### src/rtl/issue_if.sv
// Decode/execute boundary bundle for the dual-issue scheduler.
// master: decode/hazard-source side (drives pipeline status, receives controls).
// slave:  issue_ctrl.
interface issue_if;
  logic       validD1, validD2;
  logic [4:0] rs1D1, rs2D1, rs1D2, rs2D2;
  logic [4:0] rdD1;
  logic       reg_writeD1;
  logic       memD1, memD2;
  logic       branchD1;
  logic [4:0] rdE1, rdE2, rdM1, rdM2;
  logic       reg_writeE1, reg_writeE2, reg_writeM1, reg_writeM2;
  logic [2:0] mem_loadE1, mem_loadE2, mem_loadM1, mem_loadM2;
  logic       redirectE;
  logic       stallF, stallD;
  logic       flushD, flushE;
  logic [1:0] issue_mask;
  logic [31:0] perf_stall, perf_split;

  modport master (
    output validD1, validD2, rs1D1, rs2D1, rs1D2, rs2D2, rdD1, reg_writeD1,
           memD1, memD2, branchD1, rdE1, rdE2, rdM1, rdM2,
           reg_writeE1, reg_writeE2, reg_writeM1, reg_writeM2,
           mem_loadE1, mem_loadE2, mem_loadM1, mem_loadM2, redirectE,
    input  stallF, stallD, flushD, flushE, issue_mask, perf_stall, perf_split
  );

  modport slave (
    input  validD1, validD2, rs1D1, rs2D1, rs1D2, rs2D2, rdD1, reg_writeD1,
           memD1, memD2, branchD1, rdE1, rdE2, rdM1, rdM2,
           reg_writeE1, reg_writeE2, reg_writeM1, reg_writeM2,
           mem_loadE1, mem_loadE2, mem_loadM1, mem_loadM2, redirectE,
    output stallF, stallD, flushD, flushE, issue_mask, perf_stall, perf_split
  );
endinterface

### src/rtl/issue_ctrl.sv
// Dual-issue scheduler and load-use hazard controller (decode/execute boundary).
// Optional feature macro: ISSUE_PERF_EN enables the perf_stall/perf_split counters;
// without it both counter outputs are tied to 0 and no counter flops exist.
//
// state | meaning
// PAIR  | decode pair not yet issued; may issue together, split, or stall
// HALF  | slot 1 already issued, slot 2 pending (D held)
module issue_ctrl (
  input  logic   clk,
  input  logic   rst,
  issue_if.slave bus
);

  typedef enum logic {PAIR = 1'b0, HALF = 1'b1} state_t;

  state_t state_q, state_d;

  logic [3:0]      ld_v;
  logic [3:0][4:0] rd_x;
  logic            hz1, hz2, intra, can_pair;

  // A source is hazardous if a load in E or M (either lane) is about to write it;
  // forwarding never supplies a load result from M, so these must wait.
  function automatic logic haz(input logic [4:0] s, input logic [3:0] v,
                               input logic [3:0][4:0] rd);
    haz = 1'b0;
    for (int k = 0; k < 4; k++) begin
      if (s != 5'd0 && v[k] && s == rd[k]) haz = 1'b1;
    end
  endfunction

  assign ld_v = {bus.reg_writeM2 & (|bus.mem_loadM2),
                 bus.reg_writeM1 & (|bus.mem_loadM1),
                 bus.reg_writeE2 & (|bus.mem_loadE2),
                 bus.reg_writeE1 & (|bus.mem_loadE1)};
  assign rd_x = {bus.rdM2, bus.rdM1, bus.rdE2, bus.rdE1};

  assign hz1   = haz(bus.rs1D1, ld_v, rd_x) | haz(bus.rs2D1, ld_v, rd_x);
  assign hz2   = haz(bus.rs1D2, ld_v, rd_x) | haz(bus.rs2D2, ld_v, rd_x);
  assign intra = bus.reg_writeD1 & (bus.rdD1 != 5'd0) &
                 ((bus.rs1D2 == bus.rdD1) | (bus.rs2D2 == bus.rdD1));
  assign can_pair = bus.validD2 & ~hz2 & ~intra & ~(bus.memD1 & bus.memD2) & ~bus.branchD1;

  // State register; reset abandons any pending slot 2.
  always_ff @(posedge clk or posedge rst) begin
    if (rst) state_q <= PAIR;
    else     state_q <= state_d;
  end

  // Issue decision: redirect wins, then per-state hazard/split logic; all outputs
  // are forced quiet while reset is held.
  always_comb begin
    state_d        = state_q;
    bus.stallF     = 1'b0;
    bus.stallD     = 1'b0;
    bus.flushD     = 1'b0;
    bus.flushE     = 1'b0;
    bus.issue_mask = 2'b00;
    if (rst) begin
      state_d = PAIR;
    end else if (bus.redirectE) begin
      bus.flushD = 1'b1;
      bus.flushE = 1'b1;
      state_d    = PAIR;
    end else begin
      case (state_q)
        PAIR: begin
          if (bus.validD1 && hz1) begin
            bus.stallF = 1'b1;
            bus.stallD = 1'b1;
          end else if (can_pair) begin
            bus.issue_mask = 2'b11;
          end else if (bus.validD2) begin
            bus.issue_mask = 2'b01;
            bus.stallF     = 1'b1;
            bus.stallD     = 1'b1;
            state_d        = HALF;
          end else begin
            bus.issue_mask = {1'b0, bus.validD1};
          end
        end
        HALF: begin
          if (hz2) begin
            bus.stallF = 1'b1;
            bus.stallD = 1'b1;
          end else begin
            bus.issue_mask = 2'b10;
            state_d        = PAIR;
          end
        end
        default: state_d = PAIR;
      endcase
    end
  end

`ifdef ISSUE_PERF_EN
  logic [31:0] perf_stall_q, perf_split_q;
  logic        stall_evt, split_evt;

  // Load-use stall is the only stall with an empty issue mask; redirect cycles
  // never stall, so they are excluded automatically.
  assign stall_evt = bus.stallD & (bus.issue_mask == 2'b00);
  assign split_evt = ~rst & ~bus.redirectE & (state_q == PAIR) & (state_d == HALF);

  // Wrapping event counters.
  always_ff @(posedge clk or posedge rst) begin
    if (rst) begin
      perf_stall_q <= 32'd0;
      perf_split_q <= 32'd0;
    end else begin
      if (stall_evt) perf_stall_q <= perf_stall_q + 32'd1;
      if (split_evt) perf_split_q <= perf_split_q + 32'd1;
    end
  end

  assign bus.perf_stall = perf_stall_q;
  assign bus.perf_split = perf_split_q;
`else
  assign bus.perf_stall = 32'd0;
  assign bus.perf_split = 32'd0;
`endif

endmodule

### src/flat_wrapper.sv
// flat-port wrapper written by rule: the top's interface ports become plain ports
module issue_ctrl_flat 
  (clk, rst, bus_validD1, bus_validD2, bus_rs1D1, bus_rs2D1, bus_rs1D2, bus_rs2D2, bus_rdD1, bus_reg_writeD1, bus_memD1, bus_memD2, bus_branchD1, bus_rdE1, bus_rdE2, bus_rdM1, bus_rdM2, bus_reg_writeE1, bus_reg_writeE2, bus_reg_writeM1, bus_reg_writeM2, bus_mem_loadE1, bus_mem_loadE2, bus_mem_loadM1, bus_mem_loadM2, bus_redirectE, bus_stallF, bus_stallD, bus_flushD, bus_flushE, bus_issue_mask, bus_perf_stall, bus_perf_split);
  issue_if bus_i ();
  input  logic clk;
  input  logic rst;
  input wire logic [$bits(bus_i.validD1)-1:0] bus_validD1;
  input wire logic [$bits(bus_i.validD2)-1:0] bus_validD2;
  input wire logic [$bits(bus_i.rs1D1)-1:0] bus_rs1D1;
  input wire logic [$bits(bus_i.rs2D1)-1:0] bus_rs2D1;
  input wire logic [$bits(bus_i.rs1D2)-1:0] bus_rs1D2;
  input wire logic [$bits(bus_i.rs2D2)-1:0] bus_rs2D2;
  input wire logic [$bits(bus_i.rdD1)-1:0] bus_rdD1;
  input wire logic [$bits(bus_i.reg_writeD1)-1:0] bus_reg_writeD1;
  input wire logic [$bits(bus_i.memD1)-1:0] bus_memD1;
  input wire logic [$bits(bus_i.memD2)-1:0] bus_memD2;
  input wire logic [$bits(bus_i.branchD1)-1:0] bus_branchD1;
  input wire logic [$bits(bus_i.rdE1)-1:0] bus_rdE1;
  input wire logic [$bits(bus_i.rdE2)-1:0] bus_rdE2;
  input wire logic [$bits(bus_i.rdM1)-1:0] bus_rdM1;
  input wire logic [$bits(bus_i.rdM2)-1:0] bus_rdM2;
  input wire logic [$bits(bus_i.reg_writeE1)-1:0] bus_reg_writeE1;
  input wire logic [$bits(bus_i.reg_writeE2)-1:0] bus_reg_writeE2;
  input wire logic [$bits(bus_i.reg_writeM1)-1:0] bus_reg_writeM1;
  input wire logic [$bits(bus_i.reg_writeM2)-1:0] bus_reg_writeM2;
  input wire logic [$bits(bus_i.mem_loadE1)-1:0] bus_mem_loadE1;
  input wire logic [$bits(bus_i.mem_loadE2)-1:0] bus_mem_loadE2;
  input wire logic [$bits(bus_i.mem_loadM1)-1:0] bus_mem_loadM1;
  input wire logic [$bits(bus_i.mem_loadM2)-1:0] bus_mem_loadM2;
  input wire logic [$bits(bus_i.redirectE)-1:0] bus_redirectE;
  output wire logic [$bits(bus_i.stallF)-1:0] bus_stallF;
  output wire logic [$bits(bus_i.stallD)-1:0] bus_stallD;
  output wire logic [$bits(bus_i.flushD)-1:0] bus_flushD;
  output wire logic [$bits(bus_i.flushE)-1:0] bus_flushE;
  output wire logic [$bits(bus_i.issue_mask)-1:0] bus_issue_mask;
  output wire logic [$bits(bus_i.perf_stall)-1:0] bus_perf_stall;
  output wire logic [$bits(bus_i.perf_split)-1:0] bus_perf_split;
  assign bus_i.validD1 = bus_validD1;
  assign bus_i.validD2 = bus_validD2;
  assign bus_i.rs1D1 = bus_rs1D1;
  assign bus_i.rs2D1 = bus_rs2D1;
  assign bus_i.rs1D2 = bus_rs1D2;
  assign bus_i.rs2D2 = bus_rs2D2;
  assign bus_i.rdD1 = bus_rdD1;
  assign bus_i.reg_writeD1 = bus_reg_writeD1;
  assign bus_i.memD1 = bus_memD1;
  assign bus_i.memD2 = bus_memD2;
  assign bus_i.branchD1 = bus_branchD1;
  assign bus_i.rdE1 = bus_rdE1;
  assign bus_i.rdE2 = bus_rdE2;
  assign bus_i.rdM1 = bus_rdM1;
  assign bus_i.rdM2 = bus_rdM2;
  assign bus_i.reg_writeE1 = bus_reg_writeE1;
  assign bus_i.reg_writeE2 = bus_reg_writeE2;
  assign bus_i.reg_writeM1 = bus_reg_writeM1;
  assign bus_i.reg_writeM2 = bus_reg_writeM2;
  assign bus_i.mem_loadE1 = bus_mem_loadE1;
  assign bus_i.mem_loadE2 = bus_mem_loadE2;
  assign bus_i.mem_loadM1 = bus_mem_loadM1;
  assign bus_i.mem_loadM2 = bus_mem_loadM2;
  assign bus_i.redirectE = bus_redirectE;
  assign bus_stallF = bus_i.stallF;
  assign bus_stallD = bus_i.stallD;
  assign bus_flushD = bus_i.flushD;
  assign bus_flushE = bus_i.flushE;
  assign bus_issue_mask = bus_i.issue_mask;
  assign bus_perf_stall = bus_i.perf_stall;
  assign bus_perf_split = bus_i.perf_split;
  issue_ctrl u_core (.clk(clk), .rst(rst), .bus(bus_i));
endmodule
### config.mk
export PLATFORM = sky130hd
export DESIGN_NAME = issue_ctrl_flat
export DESIGN_NICKNAME = d
export VERILOG_FILES = /design/src/rtl/issue_if.sv /design/src/rtl/issue_ctrl.sv /design/src/flat_wrapper.sv
export SDC_FILE = /design/constraint.sdc
export NUM_CORES = 1
export LEC_CHECK = 0
export ABC_AREA = 0
export BUFFER_PORTS_ARGS = -buffer_cell sky130_fd_sc_hd__buf_2
export CAP_MARGIN = 20
export CORE_MARGIN = 3
export CORE_UTILIZATION = 40
export CTS_BUF_LIST = sky130_fd_sc_hd__clkbuf_2 sky130_fd_sc_hd__clkbuf_4 sky130_fd_sc_hd__clkbuf_8
export DETAILED_ROUTE_END_ITERATION = 10
export GPL_ROUTABILITY_DRIVEN = 0
export HOLD_SLACK_MARGIN = 0.08
export PLACE_DENSITY = 0.79
export SLEW_MARGIN = 20
export SYNTH_ARGS = -nofsm -noshare
export SYNTH_HDL_FRONTEND = slang
export SYNTH_SLANG_ARGS = --single-unit
export TNS_END_PERCENT = 1
### constraint.sdc
create_clock -name clk -period 2.29 [get_ports clk]
set_clock_uncertainty 0.15 [all_clocks]
set_input_delay 0.1145 -clock clk [delete_from_list [all_inputs] [get_ports clk]]
set_output_delay 0.1145 -clock clk [all_outputs]
set_load 0.01 [all_outputs]
==> results of run 1 <==
## power groups by stage
stage          logic, mW  clock network, mW  registers [mW]
2_1_floorplan      0.360                  0          0.0195
3_3_place_gp       0.395                  0          0.0196
3_5_place_dp       0.403                  0          0.0197
4_1_cts            0.405                  0          0.0197
5_1_grt            0.456                  0          0.0199
6_report           0.412                  0          0.0197
## cells in the final DEF, fill, tap and decap left out, types with 3 or more instances in the layout
cell,instances
o31ai_1,3
nand3_1,17
nor2_1,3
xor2_1,37
buf_2,75
conb_1,64
nor4_1,17
buf_4,12
xnor2_1,53
or4_1,3
## worst max-delay path: cells and delay by family
kind,cells,cell delay [ns]
AOI/OAI and AO/OA,3,0.77
buffers and inverters,2,0.30
and+or+nand+nor,3,0.75
## through the flow
stage | hold WS, ns | worst slack, ns | power [mW]
after floorplan | -0.307 | 0.267 | 0.379
after global placement | -0.163 | 0.140 | 0.415
after detailed placement | -0.161 | 0.123 | 0.422
after CTS | 0.296 | 0.126 | 0.425
after global routing | 0.319 | 0.00203 | 0.475
final | 0.299 | 0.0879 | 0.431
## area by class of cell
| cell class | count | area, um^2 |
|---|---|---|
| Inverter | 2 | 7.51 |
| Fill cell | 457 | 2410 |
| Multi-Input combinational cell | 225 | 1530 |
| Tap cell | 65 | 81.3 |
| Sequential cell | 1 | 25.0 |
| Timing Repair Buffer | 88 | 475 |
## logic make-up after synthesis
kind of cell | share of synthesized area, %
simple gates | 16.2
flops | 1.29
buf+inv | 32.3
other cells | 0.193
compound gates | 9.46
xor+xnor | 40.6
## routing by layer
metal | wire [um] | up-vias | share of wire (%)
met4 | 78 | 0 | 1.6
met1 | 1990 | 762 | 40
met2 | 2580 | 77 | 52
li1 | - | 836 | -
met3 | 283 | 8 | 5.7
met5 | 0 | - | 0
## timing repair
item | 4_1_cts | 5_1_grt
hold endpoints to repair | 1 | 0
endpoints found under the setup margin | 0 | 1
gates resized for setup | 0 | 1
hold buffers | 1 | 0
setup buffers | 0 | 1
## worst max-delay path by stage
stage	startpoint	cells after the start	to
2_1_floorplan	bus_rs2D2[3]	7	bus_issue_mask[1]
3_3_place_gp	bus_rs2D2[0]	8	bus_issue_mask[1]
3_5_place_dp	bus_rs2D2[0]	8	bus_issue_mask[1]
4_1_cts	bus_rs2D2[0]	8	bus_issue_mask[1]
5_1_grt	bus_mem_loadM1[1]	9	bus_issue_mask[1]
6_report	bus_rs2D2[0]	8	bus_issue_mask[1]
==> flow_summary.json, run 1 <==
{
  "ys_ff_latch": 1,
  "final_hold_viol_count": 0,
  "antenna_found_initial": 0,
  "hold_depth": 3,
  "diodes": 0,
  "fin_area_um2": 2120,
  "ys_types": 36,
  "start_kind": "primary input",
  "dpl.cell_count": 379,
  "cp.required_ns": 2.03,
  "largest_reg_flops": 1,
  "cp_max_fo": 4,
  "reg2reg_slack_ns": 1.27,
  "place_hpwl_um": 4310,
  "peakVddDrop_mv": 0.0872,
  "path_cells": "buf_2, or4_4, nor2_4, nor4_1, o21bai_1, o2111ai_2, a2111oi_2, buf_2",
  "ioPinCount": 140,
  "r2r_cells": 3,
  "grtUsageMet3_pct": 0.528,
  "min_from": "bus_redirectE",
  "endpoint_kind": "output port",
  "power.internal_mw": 0.198,
  "grt_max_degree": 7,
  "stdcell_count": 381,
  "ys_seq_area_share_pct": 1.29,
  "clock.fmax_mhz": 454,
  "finish.utilization_pct": 46.8,
  "cpPeakStageDelay_ns": 0.54,
  "period_needed_ns": 2.20,
  "grt_pass1_vias": 1525,
  "drv_slew": 0,
  "overflow": 0,
  "syn_area_per_cell_um2": 7.65,
  "wirelength_um": 4930,
  "reg_top3": "u_core.state_q x1",
  "drive_above_1_share_pct": 31.0,
  "pwr-share-clk_pct": 0,
  "yosysTopAreaCellShare_pct": 25.9,
  "fp.dieArea_um2": 5730,
  "rows": 24,
  "min_path_type": "in2reg",
  "top_usage_layer": "met2",
  "core_area_um2": 4530,
  "p_per_area_nw_per_um2": 203,
  "finalSetupTns_ns": 0,
  "vias_per_cell": 4.42,
  "regMostFlops": "u_core.state_q",
  "grt_use_total_pct": 16.0,
  "hold_path_end": "u_core.state_q$_DFF_PP0_",
  "p_leak_nw": 0.983,
  "clk_pin_slew_worst_paths_ns": 0,
  "async_reset_ff_share_pct": 100,
  "rsz0062_at_grt": "false",
  "syn2layout_area_growth_pct": 9.21,
  "status": "complete, no violations",
  "timing.final.crit_share_pct": 96.2,
  "slowest_stage": "or4_4",
  "port-buffer-count": 75,
  "drt_pass1_iterations": 4,
  "grt_util_met2_pct": 29.6,
  "yosys.area.top_type": "buf_4",
  "yosysMostFrequentCell": "buf_4",
  "worstReg2RegEnd": "u_core.state_q$_DFF_PP0_",
  "start_util_pct": 42.9,
  "cp.arrival_ns": 1.94,
  "first_iter_violations": 44,
  "die_w_um": 75.7,
  "synth.cell_area_um2": 1940,
  "route.detailed.drc": 0,
  "synth_top_cells_by_count": "buf_4 (67), xnor2_1 (53), xor2_1 (37)",
  "met1_usage_pct": 20.9,
  "synthTopCellsByArea": "buf_4 (26%), xnor2_1 (24%), xor2_1 (17%)",
  "die_y_um": 75.7,
  "post_dp_cell_area_um2": 2100,
  "synth_ff_type": "dfrtp_1",
  "max_cap_viol_count": 0,
  "p_comb_share_pct": 95.4,
  "power_switching_mw": 0.234,
  "worst-setup-path-type": "in2out",
  "crit_path_frequent_cell": "buf_2",
  "synth_cells": 254,
  "vias": 1683,
  "antenna_left": 0,
  "nNetsFinal": 388,
  "synth-warning-count": 0,
  "timing.rr.start": "u_core.state_q$_DFF_PP0_",
  "synth_edf_count": 0,
  "setup_viol": 0,
  "wl_per_cell_um": 12.9,
  "clock_latency_ns": 0,
  "grt_pass1_wl_um": 7290,
  "seq_power_share_pct": 4.6,
  "switching_share_pct": 54.1
}
No activity file was read; power rests on OpenSTA's default activity.
==> inputs of run 2 (changes only) <==
clock period = 2.72 ns   (was 2.29 ns; I/O delays follow)
==> flow_summary.json, run 2 (synthesized netlist as in run 1, its figures left out) <==
{
  "status": "complete, no violations",
  "clk_pin_slew_worst_paths_ns": 0,
  "fp.dieArea_um2": 5730,
  "p_per_area_nw_per_um2": 172,
  "largest_reg_flops": 1,
  "drt_pass1_iterations": 4,
  "stdcell_count": 369,
  "wl_per_cell_um": 13.5,
  "reg_top3": "u_core.state_q x1",
  "clock_latency_ns": 0,
  "drv_slew": 0,
  "drive_above_1_share_pct": 28.0,
  "syn2layout_area_growth_pct": 4.31,
  "route.met3.wl_um": 399,
  "max_slew_margin_pct": 61.0,
  "ioPinCount": 140,
  "wirelength_um": 4990,
  "start_util_pct": 42.9,
  "vias_per_cell": 4.68,
  "regMostFlops": "u_core.state_q",
  "finalSetupTns_ns": 0,
  "max_cap_viol_count": 0,
  "dpl.cell_count": 368,
  "timing.final.crit_share_pct": 87.2,
  "cp.arrival_ns": 2.09,
  "die_y_um": 75.7,
  "die_w_um": 75.7,
  "grt_pass1_vias": 1509,
  "wl_met2_um": 2650,
  "nNetsFinal": 376,
  "port-buffer-count": 75,
  "min_path_type": "in2reg",
  "pre_cts_slack_ns": 0.378,
  "antenna_left": 0,
  "cp_max_fo": 3,
  "final_hold_viol_count": 0,
  "start_kind": "primary input",
  "diodes": 0,
  "first_iter_violations": 139,
  "power.total_mw": 0.349,
  "grt_max_degree": 7,
  "worst_slew_pin_slew_ns": 0.580,
  "vias": 1727,
  "rsz0062_at_grt": "false",
  "grt_use_total_pct": 15.9,
  "core_area_um2": 4530,
  "peakVddDrop_mv": 0.0505,
  "route.detailed.drc": 0,
  "grt_pass1_wl_um": 7220,
  "setup_viol": 0,
  "worst-setup-path-type": "in2out",
  "final_cell_mix": "buf_2 (75), conb_1 (64), xnor2_1 (53), xor2_1 (37)",
  "overflow": 0,
  "rows": 24,
  "cp.required_ns": 2.43,
  "place_hpwl_um": 4480,
  "setup_slack_ns": 0.349,
  "p_leak_nw": 0.923,
  "final_common_cell": "buf_2",
  "period_needed_ns": 2.37,
  "finish.utilization_pct": 44.7,
  "m1WireLength_um": 1840,
  "routed.top_layer": "met4",
  "clock.fmax_mhz": 422,
  "antenna_found_initial": 0,
  "endpoint_kind": "output port"
}
run 2: cell type report:
type	instances	area [um^2]
repair buffers	76	385
well taps	65	81.3
flip-flops and latches	1	25.0
multi-input cells	225	1530
inverters	2	7.51
fillers	470	2510
run 2: path summary, 6_finish.rpt:
path,start,end,slack (ns),depth (start not counted)
worst max-delay path,bus_mem_loadM2[1],bus_issue_mask[1],0.35,8
worst min register to register,u_core.state_q$_DFF_PP0_,u_core.state_q$_DFF_PP0_,0.42,1
max in group asynchronous,rst,u_core.state_q$_DFF_PP0_,1.91,3
worst max register to register,u_core.state_q$_DFF_PP0_,u_core.state_q$_DFF_PP0_,1.66,3
min in group asynchronous,rst,u_core.state_q$_DFF_PP0_,0.42,3
worst min-delay path,bus_redirectE,u_core.state_q$_DFF_PP0_,0.32,3
run 2: timing repair:
item,CTS,global route
hold buffers,1,0
resized for setup,0,0
buffers inserted,0,0
hold endpoints to repair,1,0
run 2: worst max-delay path, stage by stage:
cell	delay [ns]
buf_2	0.10
o31ai_1	0.52
nor4_1	0.14
nor4_1	0.28
o22ai_1	0.16
a21o_1	0.22
a2111oi_2	0.33
buf_2	0.18
run 2: stage by stage:
step	hold slack, ns	area (um^2)
CTS	0.324	2030
floorplan	-0.285	2180
global route	0.354	2030
finish	0.324	2030
detailed placement	-0.141	2020
global placement	-0.141	2020
run 2: per-layer routing:
layer  GRT usage [%]  up-vias
met2            28.6      102
li1                -      812
met3            1.32       12
met4            3.88        0
met5               0        -
met1            20.5      801
run 2: power breakdown:
group | internal (mW) | total [mW] | switching [mW]
Combinational | 0.137 | 0.332 | 0.195
Clock | 0 | 0 | 0
Sequential | 0.0160 | 0.0167 | 0.000732
==> inputs of run 3 (changes only) <==
RECOVER_POWER = 25   (was not set)
==> flow_summary.json, run 3 (synthesized netlist as in run 1, its figures left out) <==
{
  "p_leak_nw": 0.917,
  "switching_share_pct": 56.2,
  "worst_slew_pin_slew_ns": 0.580,
  "regMostFlops": "u_core.state_q",
  "pre_cts_slack_ns": 0.378,
  "wl_per_cell_um": 13.5,
  "worst-setup-path-type": "in2out",
  "cts_resized": 0,
  "route.detailed.drc": 0,
  "setup_viol": 0,
  "pwr-share-clk_pct": 0,
  "timing.final.crit_share_pct": 87.2,
  "reg_top3": "u_core.state_q x1",
  "post_cts_buffers": 0,
  "syn2layout_area_growth_pct": 4.19,
  "rsz0062_at_grt": "false",
  "final_hold_viol_count": 0,
  "start_util_pct": 42.9,
  "place_hpwl_um": 4480,
  "die_w_um": 75.7,
  "largest_reg_flops": 1,
  "fp.dieArea_um2": 5730,
  "grt_max_degree": 7,
  "path_cells": "buf_2, o31ai_1, nor4_1, nor4_1, o22ai_1, a21o_1, a2111oi_2, buf_2",
  "slowest_stage": "o31ai_1",
  "ioPinCount": 140,
  "antenna_left": 0,
  "critPathBufInv": 2,
  "start_kind": "primary input",
  "drt_pass1_iterations": 4,
  "status": "complete, no violations",
  "seq_power_share_pct": 4.8,
  "clock.fmax_mhz": 422,
  "reg2reg_slack_ns": 1.66,
  "power.total_mw": 0.349,
  "p_comb_share_pct": 95.2,
  "p_per_area_nw_per_um2": 172,
  "max_cap_viol_count": 0,
  "clock_latency_ns": 0,
  "vias_per_cell": 4.68,
  "die_y_um": 75.7,
  "finalSetupTns_ns": 0,
  "rows": 24,
  "nNetsFinal": 376,
  "setup_slack_ns": 0.349,
  "diodes": 0,
  "endpoint_kind": "output port",
  "stdcell_count": 369,
  "grt_pass1_wl_um": 7220,
  "min_path_type": "in2reg",
  "core_area_um2": 4530,
  "period_needed_ns": 2.37,
  "overflow": 0,
  "grt_use_total_pct": 15.9,
  "clk_pin_slew_worst_paths_ns": 0,
  "antenna_found_initial": 0,
  "power_switching_mw": 0.196,
  "cp.arrival_ns": 2.09,
  "grt_pass1_vias": 1509,
  "path_delay_family": "compound AO/OA/AOI/OAI gates",
  "final_cell_mix": "buf_2 (73), conb_1 (64), xnor2_1 (53), xor2_1 (37)",
  "cp.required_ns": 2.43,
  "peakVddDrop_mv": 0.0505,
  "max_slew_margin_pct": 61.0,
  "power.internal_mw": 0.153,
  "drv_slew": 0,
  "cpPeakStageDelay_ns": 0.52,
  "drive_above_1_share_pct": 27.3,
  "wirelength_um": 5000,
  "hold_buffers": 1,
  "vias": 1727,
  "dpl.cell_count": 368,
  "final_common_cell": "buf_2",
  "port-buffer-count": 75,
  "cp_max_fo": 3,
  "first_iter_violations": 139
}
## run 3: changes by cell type in the layout (fill, tap and decap cells not counted), sizes merged
cell    change
clkbuf      +2
buf         -2
## run 3: worst reg2reg max path: stages (launching register included)
cell,delay [ns]
dfrtp_1,0.36
inv_1,0.10
a21o_2,0.20
o211a_1,0.12
## run 3: final timing paths
path / start / to / cells after the start
worst max-delay path: bus_mem_loadM2[1] / bus_issue_mask[1] / 8
worst min-delay path: bus_redirectE / u_core.state_q$_DFF_PP0_ / 3
max in group asynchronous: rst / u_core.state_q$_DFF_PP0_ / 3
min in group asynchronous: rst / u_core.state_q$_DFF_PP0_ / 3
worst min register to register: u_core.state_q$_DFF_PP0_ / u_core.state_q$_DFF_PP0_ / 1
worst max register to register: u_core.state_q$_DFF_PP0_ / u_core.state_q$_DFF_PP0_ / 3
## run 3: final cells by class
type / count / area (um^2)
fillers: 472 / 2510
repair buffers: 76 / 383
flip-flops and latches: 1 / 25.0
well taps: 65 / 81.3
multi-input cells: 225 / 1530
inverters: 2 / 7.51
## run 3: metrics by stage
step,hold slack (ns),instance area (um^2),util (%)
floorplan,-0.285,2180,-
global placement,-0.141,2020,44.5
detailed placement,-0.141,2020,44.5
CTS,0.324,2030,44.7
global route,0.354,2020,44.6
finish,0.324,2020,44.6
## run 3: layer usage
layer	GRT usage, %	up-vias	wire length, um
li1	-	812	-
met1	20.5	801	1840
met2	28.6	102	2650
met3	1.32	12	399
met4	3.88	0	97
met5	0	-	0
## run 3: power by group through the flow
stage	sequential [mW]	combinational, mW	clock [mW]
detailed placement	0.0166	0.328	0
global route	0.0168	0.366	0
finish	0.0167	0.332	0
CTS	0.0166	0.330	0
global placement	0.0165	0.321	0
floorplan	0.0164	0.303	0
